$ cat src/rtl/am_pkg.sv
// Shared constants and helpers for the AM/FM receive blocks.
// Samples are 8-bit offset binary with MID as the zero level.
package am_pkg;

    localparam int unsigned DATA_W = 8;
    localparam logic [DATA_W-1:0] MID = 8'd128;
    localparam logic [DATA_W-1:0] ENV_MAX = 8'd255;

    // Rectified magnitude about MID: 0 -> 128, 255 -> 127.
    function automatic logic [DATA_W-1:0] abs_offset(input logic [DATA_W-1:0] din);
        return (din >= MID) ? (din - MID) : (MID - din);
    endfunction

endpackage

$ cat src/rtl/am_peak_window.sv
// Peak-hold over fixed windows of WIN_LEN valid magnitudes; flags the closing sample
// and presents the completed window peak alongside it.
module am_peak_window
    import am_pkg::*;
#(
    parameter int unsigned WIN_LEN = 32
) (
    input  logic              clk_i,
    input  logic              rst_i,
    input  logic [DATA_W-1:0] mag_i,
    input  logic              mag_valid_i,
    output logic [DATA_W-1:0] peak_o,
    output logic              done_o,
    output logic              busy_o
);

    localparam int unsigned CntW = (WIN_LEN > 1) ? $clog2(WIN_LEN) : 1;
    localparam logic [CntW-1:0] LastIdx = CntW'(WIN_LEN - 1);

    logic [CntW-1:0]   cnt_q, cnt_d;
    logic [DATA_W-1:0] peak_q, peak_d;
    logic [DATA_W-1:0] cur;
    logic              last;

    assign cur  = (mag_i > peak_q) ? mag_i : peak_q;
    assign last = (cnt_q == LastIdx);

    always_comb begin
        cnt_d  = cnt_q;
        peak_d = peak_q;
        if (mag_valid_i) begin
            if (last) begin
                cnt_d  = '0;
                peak_d = '0;
            end else begin
                cnt_d  = cnt_q + 1'b1;
                peak_d = cur;
            end
        end
    end

    always_ff @(posedge clk_i) begin
        if (rst_i) begin
            cnt_q  <= '0;
            peak_q <= '0;
        end else begin
            cnt_q  <= cnt_d;
            peak_q <= peak_d;
        end
    end

    // The closing sample's own magnitude must count toward its window's peak.
    assign peak_o = cur;
    assign done_o = mag_valid_i && last;
    assign busy_o = (cnt_q != '0);

endmodule

$ cat src/rtl/am_demod.sv
// Envelope AM demodulator: rectify, peak-hold per window, boxcar-average the last
// 2^AVG_LOG2 window peaks and emit one envelope sample per completed window.
module am_demod
    import am_pkg::*;
#(
    parameter int unsigned WIN_LEN  = 32,
    parameter int unsigned AVG_LOG2 = 2
) (
    input  logic              clk,
    input  logic              rst,
    input  logic [DATA_W-1:0] din,
    input  logic              din_valid,
    output logic [DATA_W-1:0] env,
    output logic              env_valid,
    output logic              win_busy
);

    localparam int unsigned Depth = 1 << AVG_LOG2;
    localparam int unsigned SumW  = DATA_W + AVG_LOG2;
    localparam int unsigned FillW = AVG_LOG2 + 1;

    logic [DATA_W-1:0] mag_q;
    logic              mag_v_q;
    logic [DATA_W-1:0] win_peak;
    logic              win_done;
    logic [DATA_W-1:0] hist_q [Depth];
    logic [FillW-1:0]  fill_q;
    logic              hist_v_q;
    logic [SumW-1:0]   sum;
    logic [DATA_W-1:0] avg;
    logic [DATA_W:0]   scaled;
    logic [DATA_W-1:0] env_d;
    logic              strobe_d;
    logic [DATA_W-1:0] env_q;
    logic              env_valid_q;

    always_ff @(posedge clk) begin
        if (rst) begin
            mag_q   <= '0;
            mag_v_q <= 1'b0;
        end else begin
            mag_v_q <= din_valid;
            if (din_valid) begin
                mag_q <= abs_offset(din);
            end
        end
    end

    am_peak_window #(
        .WIN_LEN (WIN_LEN)
    ) u_peak_window (
        .clk_i       (clk),
        .rst_i       (rst),
        .mag_i       (mag_q),
        .mag_valid_i (mag_v_q),
        .peak_o      (win_peak),
        .done_o      (win_done),
        .busy_o      (win_busy)
    );

    always_ff @(posedge clk) begin
        if (rst) begin
            for (int unsigned i = 0; i < Depth; i++) begin
                hist_q[i] <= '0;
            end
            fill_q   <= '0;
            hist_v_q <= 1'b0;
        end else begin
            hist_v_q <= win_done;
            if (win_done) begin
                for (int unsigned i = Depth - 1; i > 0; i--) begin
                    hist_q[i] <= hist_q[i-1];
                end
                hist_q[0] <= win_peak;
                if (fill_q != FillW'(Depth)) begin
                    fill_q <= fill_q + 1'b1;
                end
            end
        end
    end

    // Peaks top out at 128, so the doubled average can reach 256 and must clip.
    always_comb begin
        sum = '0;
        for (int unsigned i = 0; i < Depth; i++) begin
            sum = sum + SumW'(hist_q[i]);
        end
        avg      = DATA_W'(sum >> AVG_LOG2);
        scaled   = {avg, 1'b0};
        env_d    = scaled[DATA_W] ? ENV_MAX : scaled[DATA_W-1:0];
        strobe_d = hist_v_q && (fill_q == FillW'(Depth));
    end

    always_ff @(posedge clk) begin
        if (rst) begin
            env_q       <= '0;
            env_valid_q <= 1'b0;
        end else begin
            env_valid_q <= strobe_d;
            if (strobe_d) begin
                env_q <= env_d;
            end
        end
    end

    assign env       = env_q;
    assign env_valid = env_valid_q;

endmodule

$ cat config.mk
export PLATFORM = sky130hd
export DESIGN_NAME = am_demod
export DESIGN_NICKNAME = d
export VERILOG_FILES = /design/src/rtl/am_pkg.sv /design/src/rtl/am_peak_window.sv /design/src/rtl/am_demod.sv
export SDC_FILE = /design/constraint.sdc
export NUM_CORES = 1
export LEC_CHECK = 0
export ABC_AREA = 0
export CORE_ASPECT_RATIO = 0.5
export CORE_MARGIN = 2
export CORE_UTILIZATION = 43
export CTS_CLUSTER_DIAMETER = 40
export DETAILED_ROUTE_END_ITERATION = 6
export PLACE_DENSITY_LB_ADDON = 0.1
export SETUP_SLACK_MARGIN = 0.02
export SYNTH_ARGS = -nofsm -noshare
export SYNTH_HDL_FRONTEND = slang
export SYNTH_SLANG_ARGS = --single-unit
$ cat constraint.sdc
create_clock -name clk -period 5.1 [get_ports clk]
set_input_delay 0.765 -clock clk [delete_from_list [all_inputs] [get_ports clk]]
set_output_delay 0.765 -clock clk [all_outputs]
set_load 0.1 [all_outputs]
==> results of run 1 <==
==> metrics by stage <==
stage | power, mW | cells | utilization [%] | hold slack [ns]
6_report | 1.38 | 490 | 51.7 | 0.498
5_1_grt | 1.45 | 490 | 51.7 | 0.519
4_1_cts | 1.40 | 490 | 51.7 | 0.499
3_5_place_dp | 0.811 | 474 | 48.3 | 0.491
3_3_place_gp | 0.807 | 474 | 48.3 | 0.485
2_1_floorplan | 0.766 | 353 | - | 0.472
==> path summary, 6_finish.rpt <==
| kind | startpoint | to | slack, ns |
|---|---|---|---|
| setup / recovery | hist_q[1][1] | env[3] | 1.83 |
| hold reg to reg | env[6] | env[6] | 0.50 |
| setup reg to reg | hist_q[1][1] | env[3] | 1.83 |
| hold / removal | env[6] | env[6] | 0.50 |
==> cell usage after synthesis (all sizes together), types with 4 or more instances <==
cell    count
o21ai       4
inv        63
nor2       62
dfxtp      35
mux2i      15
clkbuf      7
nand4       4
fa         16
edfxtp     32
and2        4
ha         21
nand2       4
buf         5
a211oi     11
xnor2       7
nor3        4
a22o        8
a21oi      12
==> cells by family (layout without fill, tap and decap cells) <==
kind of cell    count (synthesis)  after routing  synth area share (%)
mux                            15             15                  4.15
buf+inv                        75            100                  8.26
fa+ha+maj                      37             37                  16.1
compound gates                 52             52                  10.6
flops                          67             67                  45.9
xor+xnor                       10             10                  2.42
simple gates                   97             97                  12.6
==> critical path: cells and delay by family (launching register included) <==
| family | cells | cell delay, ns |
|---|---|---|
| AOI/OAI and AO/OA | 4 | 0.96 |
| buffers and inverters | 2 | 0.11 |
| adders and majority gates | 3 | 1.40 |
| and+or+nand+nor | 2 | 0.30 |
| DFF | 1 | 0.32 |
==> flip-flops by register name, summed over array words and instances (netlist names) <==
name and flops:
hist_q 32, env_valid 1, u_peak_window.peak_q 8, u_peak_window.cnt_q 5
mag_v_q 1, env 8, fill_q 3, mag_q 8
hist_v_q 1
==> metal layers <==
metal	GRT usage, %	part of all wire (%)	up-vias
met5	0	0	-
met2	23.5	43	26
met3	4.68	3.2	8
met4	7.18	1.7	0
li1	-	-	1222
met1	19.3	53	1130
==> final cells by class <==
cell class / count / share of cell area, %
Clock buffer: 13 / 5.74
Sequential cell: 67 / 39.7
Clock inverter: 3 / 0.927
Inverter: 63 / 5.65
Multi-Input combinational cell: 211 / 39.6
Timing Repair Buffer: 21 / 4.97
Tap cell: 112 / 3.35
==> power breakdown <==
part	internal, mW	switching (mW)
Sequential	0.579	0.0120
Combinational	0.0916	0.116
Clock	0.376	0.208
Total	1.05	0.336
==> flow_summary.yaml, run 1 <==
finish:
  syn2layout_area_growth_pct: 15.6
  fillers: 720
  regArea_um2: 1660
  final_cell_mix: "inv_1, nor2_1, dfxtp_1"
  finalInstanceArea_um2: 4180
  multi_input_area_um2: 1660
  final_nets: 421
  layout_commonest_cell: "inv_1"
  drive_gt1_share_pct: 5.29
  antenna_cells: 0
floorplan:
  initial_core_util_pct: 44.7
  core_region_area_um2: 8090
  dieArea_um2: 9210
  rows: 23
  ios: 21
  chipHeight_um: 68.9
  dieWidth_um: 134
pwr:
  power_density_nw_per_um2: 330
  max-vdd-ir-drop_mv: 0.154
  p_leak_nw: 1.73
place:
  preCtsSetupSlack_ns: 1.80
  gp_congestion: 0.737
  dp_hpwl_um: 4650
  io_buffer_count: 20
  place_area_um2: 3900
timing:
  final_hold_viol_count: 0
  fin_ws_ns: 1.83
  worstMarginPinSlew_ns: 1.12
  fmax_mhz: 306
  fin_crit_sh_pct: 64.1
  slew_viol_final: 0
  setup_viol: 0
  relSlewSlack_pct: 25.3
  rsz0062_at_grt: "no"
  tns_ns: 0
  fin_crit_ns: 3.27
  clock_skew_ns: 0.00552
synthesis:
  synth_edf_count: 32
  synth_flop_cell: "dfxtp_1"
  avgSynthCellArea_um2: 10.3
  yosysWarnings: 0
  async_flop_share_pct: 0
  yosysTopAreaCellShare_pct: 26.6
  synthDistinctLibCells: 48
  yosys_register_bits: 67
  synth_area_leaders: "edfxtp_1, dfxtp_1, fa_1"
  synth_nets: 401
  synth_area_leader_cell: "edfxtp_1"
  syn_area_um2: 3620
  ys_seq_area_share_pct: 45.9
  synth_cells: 353
critical_path:
  r2r.worst_path.cells: 11
  worstPathArrival_ns: 3.43
  cp-end-kind: "flop"
  crit_fanout: 7
  worstSetupStartpointType: "flop"
  crit_slowest_cell: "fa_1"
  slowest_delay_ns: 0.53
  cp_cell_sequence: "inv_1 -> fa_1 -> inv_1 -> fa_1 -> and3b_1 -> fa_1 -> a211o_1 -> a21oi_1 -> nor2_1 -> a31oi_2 -> a211oi_1"
  criticalPathCategory: "reg2reg"
  crit_required_ns: 5.26
  crit_path_frequent_cell: "fa_1"
clocking:
  hold_buffers: 0
  cts_tree: "yes"
  postCtsSetupBuffers: 0
  clk_latency_ns: 0.33
  clock_path_buffers: 2
  cts_buffers: 9
  cts_root_buf: "clkbuf_16"
  htree_levels: 3
  post_cts_resize_count: 0
  path_clk_slew_ns: 0.05
  cts.sinks: 67
global_route:
  track_usage_pct: 15.0
  antenna_found_initial: 0
  grt_pass1_vias: 2235
  grt_max_degree: 33
  grt_overflow_total: 0
  grt_pass1_wl_um: 10300
route:
  drc: 0
  wire_per_inst_um: 12.6
  drtIter0Drc: 152
  vias_per_cell: 4.87
  vias: 2386
  ant_nets: 0
  wirelength_um: 6170
  firstDrtPassIters: 4
worst_hold_path:
  whs_path_depth: 2
  hold_class: "reg2reg"
run:
  drv_cap: 0
outcome:
  status: "finished clean"
Note: power is estimated with default switching activity, not from simulation.
==> inputs of run 2 (changes only) <==
==> constraint.sdc (replaced) <==
create_clock -name clk -period 2.6 [get_ports clk]
set_input_delay 0.39 -clock clk [delete_from_list [all_inputs] [get_ports clk]]
set_output_delay 0.39 -clock clk [all_outputs]
set_load 0.1 [all_outputs]
==> run 2 against run 1 <==
  * The run now ends with setup timing left
  * Maximum frequency up 7.7%
  * Final cell count up 4.5%
  * Register-to-register slack worse by 2.3 ns
  * Via count rose by 2.5%
  * Sequential power rose by 96%
  * Critical endpoint is now env[6]
  * Clock-buffer cell count increased by 2
  * Flip-flop and latch count stayed put
  * Worst setup slack lost 2.3 ns
==> flow_summary.yaml, run 2 (synthesized netlist as in run 1, its figures left out) <==
outcome:
  status: "finished, violations left"
  violations: "setup timing"
global_route:
  grt_overflow_total: 0
  grt_pass1_wl_um: 10900
  antenna_found_initial: 0
  grt_pass1_vias: 2383
  grt_max_degree: 35
  track_usage_pct: 15.8
critical_path:
  critical_path.startpoint: "hist_q[1][1]"
  r2r.worst_path.cells: 12
  r2r_slack_ns: -0.44
  crit_fanout: 2
  crit_required_ns: 2.84
  cp-end-kind: "flop"
  r2r_start: "hist_q[1][1]"
  worstSetupStartpointType: "flop"
  endpoint: "env[6]"
  r2r_end: "env[6]"
  criticalPathCategory: "reg2reg"
  worstPathArrival_ns: 3.28
clocking:
  cts_buffers: 9
  cts_tree: "yes"
  cts.sinks: 67
  postCtsSetupBuffers: 0
  cts_root_buf: "clkbuf_16"
  path_clk_slew_ns: 0.05
  htree_levels: 3
  clock_path_buffers: 2
  clk_latency_ns: 0.33
finish:
  antenna_cells: 0
  multi_input_area_um2: 1680
  final_nets: 443
  syn2layout_area_growth_pct: 20.4
  final_cell_mix: "nor2_1, inv_1, dfxtp_1"
  regMostFlops: "hist_q"
  regArea_um2: 1660
  fillers: 718
  layout_commonest_cell: "nor2_1"
  drive_gt1_share_pct: 15.5
  finalInstanceArea_um2: 4360
  largest_reg_flops: 32
timing:
  setup_viol: 8
  fin_crit_ns: 3.04
  fmax_mhz: 329
  relSlewSlack_pct: 59.3
  clock_skew_ns: 0.00542
  fin_crit_sh_pct: 117
  rsz0062_at_grt: "yes"
  final_hold_viol_count: 0
  tns_ns: -3.04
  slew_viol_final: 0
  worstMarginPinSlew_ns: 0.610
  fin_ws_ns: -0.436
  fin_hold_ws_ns: 0.503
pwr:
  power_density_nw_per_um2: 641
  p_leak_nw: 1.87
  max-vdd-ir-drop_mv: 0.298
route:
  vias: 2446
  firstDrtPassIters: 4
  wire_per_inst_um: 12.5
  ant_nets: 0
  vias_per_cell: 4.78
  wirelength_um: 6380
  drtIter0Drc: 95
  drc: 0
worst_hold_path:
  hold_class: "reg2reg"
place:
  preCtsSetupSlack_ns: -0.389
  dp_hpwl_um: 4900
  io_buffer_count: 20
  gp_congestion: 0.731
  place_area_um2: 4050
floorplan:
  ios: 21
  core_region_area_um2: 8090
  chipHeight_um: 68.9
  initial_core_util_pct: 44.7
  dieWidth_um: 134
  rows: 23
  dieArea_um2: 9210
run:
  drv_cap: 0
## run 2: worst min-delay path by stage
stage                            startpoint  slack, ns                      end  cells after the start
floorplan           u_peak_window.peak_q[1]       0.47  u_peak_window.peak_q[1]                      1
CTS                                  env[4]       0.51                   env[4]                      2
finish                               env[4]       0.50                   env[4]                      2
global placement    u_peak_window.peak_q[2]       0.49  u_peak_window.peak_q[2]                      1
global route        u_peak_window.peak_q[5]       0.53  u_peak_window.peak_q[5]                      1
detailed placement  u_peak_window.peak_q[7]       0.50  u_peak_window.peak_q[7]                      1
## run 2: area by class of cell
cell class / instances / area share [%]
Clock buffer: 15 / 6.61
Clock inverter: 1 / 0.115
Inverter: 63 / 5.43
Multi-Input combinational cell: 211 / 38.5
Sequential cell: 67 / 38.1
Tap cell: 112 / 3.22
Timing Repair Buffer: 43 / 7.99
## run 2: layer usage
| metal | share of wire, % | routed length [um] | track usage, % | vias to the layer above |
|---|---|---|---|---|
| li1 | - | - | - | 1269 |
| met1 | 51 | 3230 | 19.8 | 1129 |
| met2 | 44 | 2820 | 25.8 | 40 |
| met3 | 4.2 | 270 | 5.70 | 8 |
| met4 | 1.0 | 66 | 5.59 | 0 |
| met5 | 0 | 0 | 0 | - |
## run 2: critical path, cell delays in order, from the launching register on
cell and delay (ns):
edfxtp_1 0.34, inv_2 0.05, fa_1 0.54, inv_2 0.04, fa_1 0.42, and3b_2 0.24, fa_2 0.34, a211o_1 0.27
a21oi_2 0.15, buf_4 0.13, o21bai_1 0.06, xnor2_1 0.14, a211oi_1 0.22
## run 2: per-stage QoR
| step | utilization, % | std cells | total power [mW] |
|---|---|---|---|
| 2_1_floorplan | - | 353 | 1.51 |
| 3_3_place_gp | 50.1 | 496 | 1.64 |
| 3_5_place_dp | 50.1 | 496 | 1.65 |
| 4_1_cts | 53.7 | 512 | 2.82 |
| 5_1_grt | 53.9 | 512 | 2.94 |
| 6_report | 53.9 | 512 | 2.79 |
## run 2: what timing repair did
item,CTS,global route
hold buffers,0,0
setup endpoints to repair,8,20
resized for setup,0,5
pin swaps,0,2
## run 2: where the power goes
| group | internal (mW) | leakage [nW] | total [mW] | switching, mW |
|---|---|---|---|---|
| Sequential | 1.14 | 0.615 | 1.16 | 0.0226 |
| Combinational | 0.230 | 1.11 | 0.474 | 0.244 |
| Clock | 0.748 | 0.146 | 1.16 | 0.413 |
==> inputs of run 3 (changes only) <==
--- a/config.mk
+++ b/config.mk
@@ -13,6 +13,8 @@
 export DETAILED_ROUTE_END_ITERATION = 6
 export PLACE_DENSITY_LB_ADDON = 0.1
 export SETUP_SLACK_MARGIN = 0.02
+export SKIP_LAST_GASP = 1
 export SYNTH_ARGS = -nofsm -noshare
 export SYNTH_HDL_FRONTEND = slang
+export SYNTH_HIERARCHICAL = 1
 export SYNTH_SLANG_ARGS = --single-unit
==> constraint.sdc (replaced) <==
create_clock -name clk -period 3.6 [get_ports clk]
set_input_delay 0.54 -clock clk [delete_from_list [all_inputs] [get_ports clk]]
set_output_delay 0.54 -clock clk [all_outputs]
set_load 0.1 [all_outputs]
==> run 3 against run 2 <==
  * The flow now finishes without violations
  * Hold slack got worse by 0.010 ns
  * Worst setup slack improved by 0.80 ns
  * Clock skew about the same
  * Core utilization decreased by 2.8 points
  * Register-to-register slack improved by 0.80 ns
  * Routed wire length decreased by 1.2%
  * Via count decreased by 0.86%
  * Total power decreased by 26%
  * Flip-flop and latch count unchanged
  * Maximum frequency decreased by 6.1%
==> flow_summary.yaml, run 3 <==
critical_path:
  slowest_delay_ns: 0.54
  r2r_end: "env[2]"
  r2r_start: "hist_q[1][1]"
  crit_fanout: 7
  crit_required_ns: 3.79
  cp_top_family: "adder cells"
  critPathBufInv: 2
  r2r_slack_ns: 0.37
  cp_cell_sequence: "inv_1 -> fa_1 -> inv_1 -> fa_1 -> and3b_1 -> fa_1 -> a21o_2 -> a21oi_2 -> o21ai_1 -> a21boi_2 -> a211oi_1"
  worst-path-stages: 11
  worstPathArrival_ns: 3.43
  crit_slowest_cell: "fa_1"
  critical_path.startpoint: "hist_q[1][1]"
  cp-end-kind: "flop"
  r2r.worst_path.cells: 11
  criticalPathCategory: "reg2reg"
  worstSetupStartpointType: "flop"
  crit_path_frequent_cell: "fa_1"
synthesis:
  synth_nets: 402
  async_flop_share_pct: 0
  synth.most_common_cell: "inv_1"
  yosysTopAreaCellShare_pct: 25.6
  synth_cells: 354
  synthDistinctLibCells: 50
  synth_area_leader_cell: "edfxtp_1"
  synth_flop_cell: "dfxtp_1"
  yosys_register_bits: 67
  synth_edf_count: 32
  ys_seq_area_share_pct: 44.3
  ys_top_cells_by_count: "inv_1, dfxtp_1, and2_1"
  synth_area_leaders: "edfxtp_1, dfxtp_1, fa_1"
  syn_area_um2: 3750
  avgSynthCellArea_um2: 10.6
  yosysWarnings: 6
pwr:
  p_total_mw: 2.08
  p_leak_nw: 1.79
  power_density_nw_per_um2: 474
  max-vdd-ir-drop_mv: 0.239
finish:
  regMostFlops: "hist_q"
  finalInstanceArea_um2: 4380
  antenna_cells: 0
  syn2layout_area_growth_pct: 16.8
  final_nets: 424
  final_core_util_pct: 51.0
  largest_reg_flops: 32
  final_cell_mix: "inv_1, dfxtp_1, and2_1"
  drive_gt1_share_pct: 11.0
  layout_commonest_cell: "inv_1"
  instances_no_fill: 498
global_route:
  grt_overflow_total: 0
  grt_pass1_vias: 2394
  grt_max_degree: 34
  antenna_found_initial: 0
  grt_pass1_wl_um: 10800
  track_usage_pct: 14.7
timing:
  fin_crit_ns: 3.23
  fin_ws_ns: 0.366
  tns_ns: 0
  fin_crit_sh_pct: 89.8
  clock_skew_ns: 0.00505
  fin_hold_ws_ns: 0.493
  rsz0062_at_grt: "no"
  relSlewSlack_pct: 35.4
  setup_viol: 0
  final_hold_viol_count: 0
  fmax_mhz: 309
  slew_viol_final: 0
  worstMarginPinSlew_ns: 0.966
clocking:
  cts_tree: "yes"
  path_clk_slew_ns: 0.05
  hold_buffers: 0
  post_cts_resize_count: 0
  cts.sinks: 67
  clk_latency_ns: 0.33
  cts_root_buf: "clkbuf_16"
  cts_buffers: 9
  clock_path_buffers: 2
  htree_levels: 3
  postCtsSetupBuffers: 0
route:
  drc: 0
  drtIter0Drc: 78
  vias_per_cell: 4.87
  wire_per_inst_um: 12.7
  ant_nets: 0
  vias: 2425
  firstDrtPassIters: 4
  wirelength_um: 6300
place:
  io_buffer_count: 20
  gp_congestion: 0.752
  placedCellCount: 482
  place_area_um2: 4070
  preCtsSetupSlack_ns: 0.381
  dp_hpwl_um: 4640
outcome:
  status: "finished clean"
floorplan:
  ios: 21
  rows: 24
  chipHeight_um: 70.1
  dieArea_um2: 9540
  core_region_area_um2: 8590
  initial_core_util_pct: 43.7
  dieWidth_um: 136
worst_hold_path:
  hp-start: "env[0]"
  min_to: "env[0]"
  whs_path_depth: 2
  hold_class: "reg2reg"
run:
  drv_cap: 0
## run 3: power by group
group          internal [mW]  switching [mW]
Combinational          0.146           0.186
Clock                  0.593           0.313
Sequential             0.822          0.0188
## run 3: how the worst max path moves through the flow
stage	endpoint	slack, ns
floorplan	env[1]	0.60
global placement	env[6]	0.49
detailed placement	env[1]	0.38
CTS	env[2]	0.37
global route	env[1]	0.20
finish	env[2]	0.37
## run 3: layer usage
metal | up-vias | share of wire [%] | GRT usage (%)
met2 | 32 | 43 | 22.5
met3 | 9 | 3.9 | 5.45
met1 | 1143 | 51 | 19.1
li1 | 1241 | - | -
met5 | - | 0 | 0
met4 | 0 | 1.4 | 5.21
## run 3: kinds of logic (layout without fill, tap and decap cells)
| kind of cell | after synthesis | count (layout) | share of synthesized area [%] |
|---|---|---|---|
| muxes | 14 | 14 | 4.00 |
| buffers and inverters | 70 | 97 | 7.07 |
| and+or+nand+nor | 100 | 100 | 14.7 |
| xor gates and xnor gates | 10 | 10 | 2.33 |
| adders and majority gates | 37 | 37 | 15.5 |
| AOI/OAI and AO/OA | 56 | 56 | 12.1 |
| DFF | 67 | 67 | 44.3 |
## run 3: final cells by class
cell class	count	area (um^2)
clock inverter	4	46.3
tap	117	146
timing repair buffer	22	213
fill	803	4210
inverter	59	221
clock buffer	12	268
multi-input combinational	217	1830
sequential	67	1660
## run 3: worst reg2reg max path, cell delays in order (launching register included)
cell,delay [ns]
edfxtp_1,0.34
inv_1,0.06
fa_1,0.54
inv_1,0.05
fa_1,0.46
and3b_1,0.23
fa_1,0.40
a21o_2,0.23
a21oi_2,0.22
o21ai_1,0.12
a21boi_2,0.32
a211oi_1,0.13
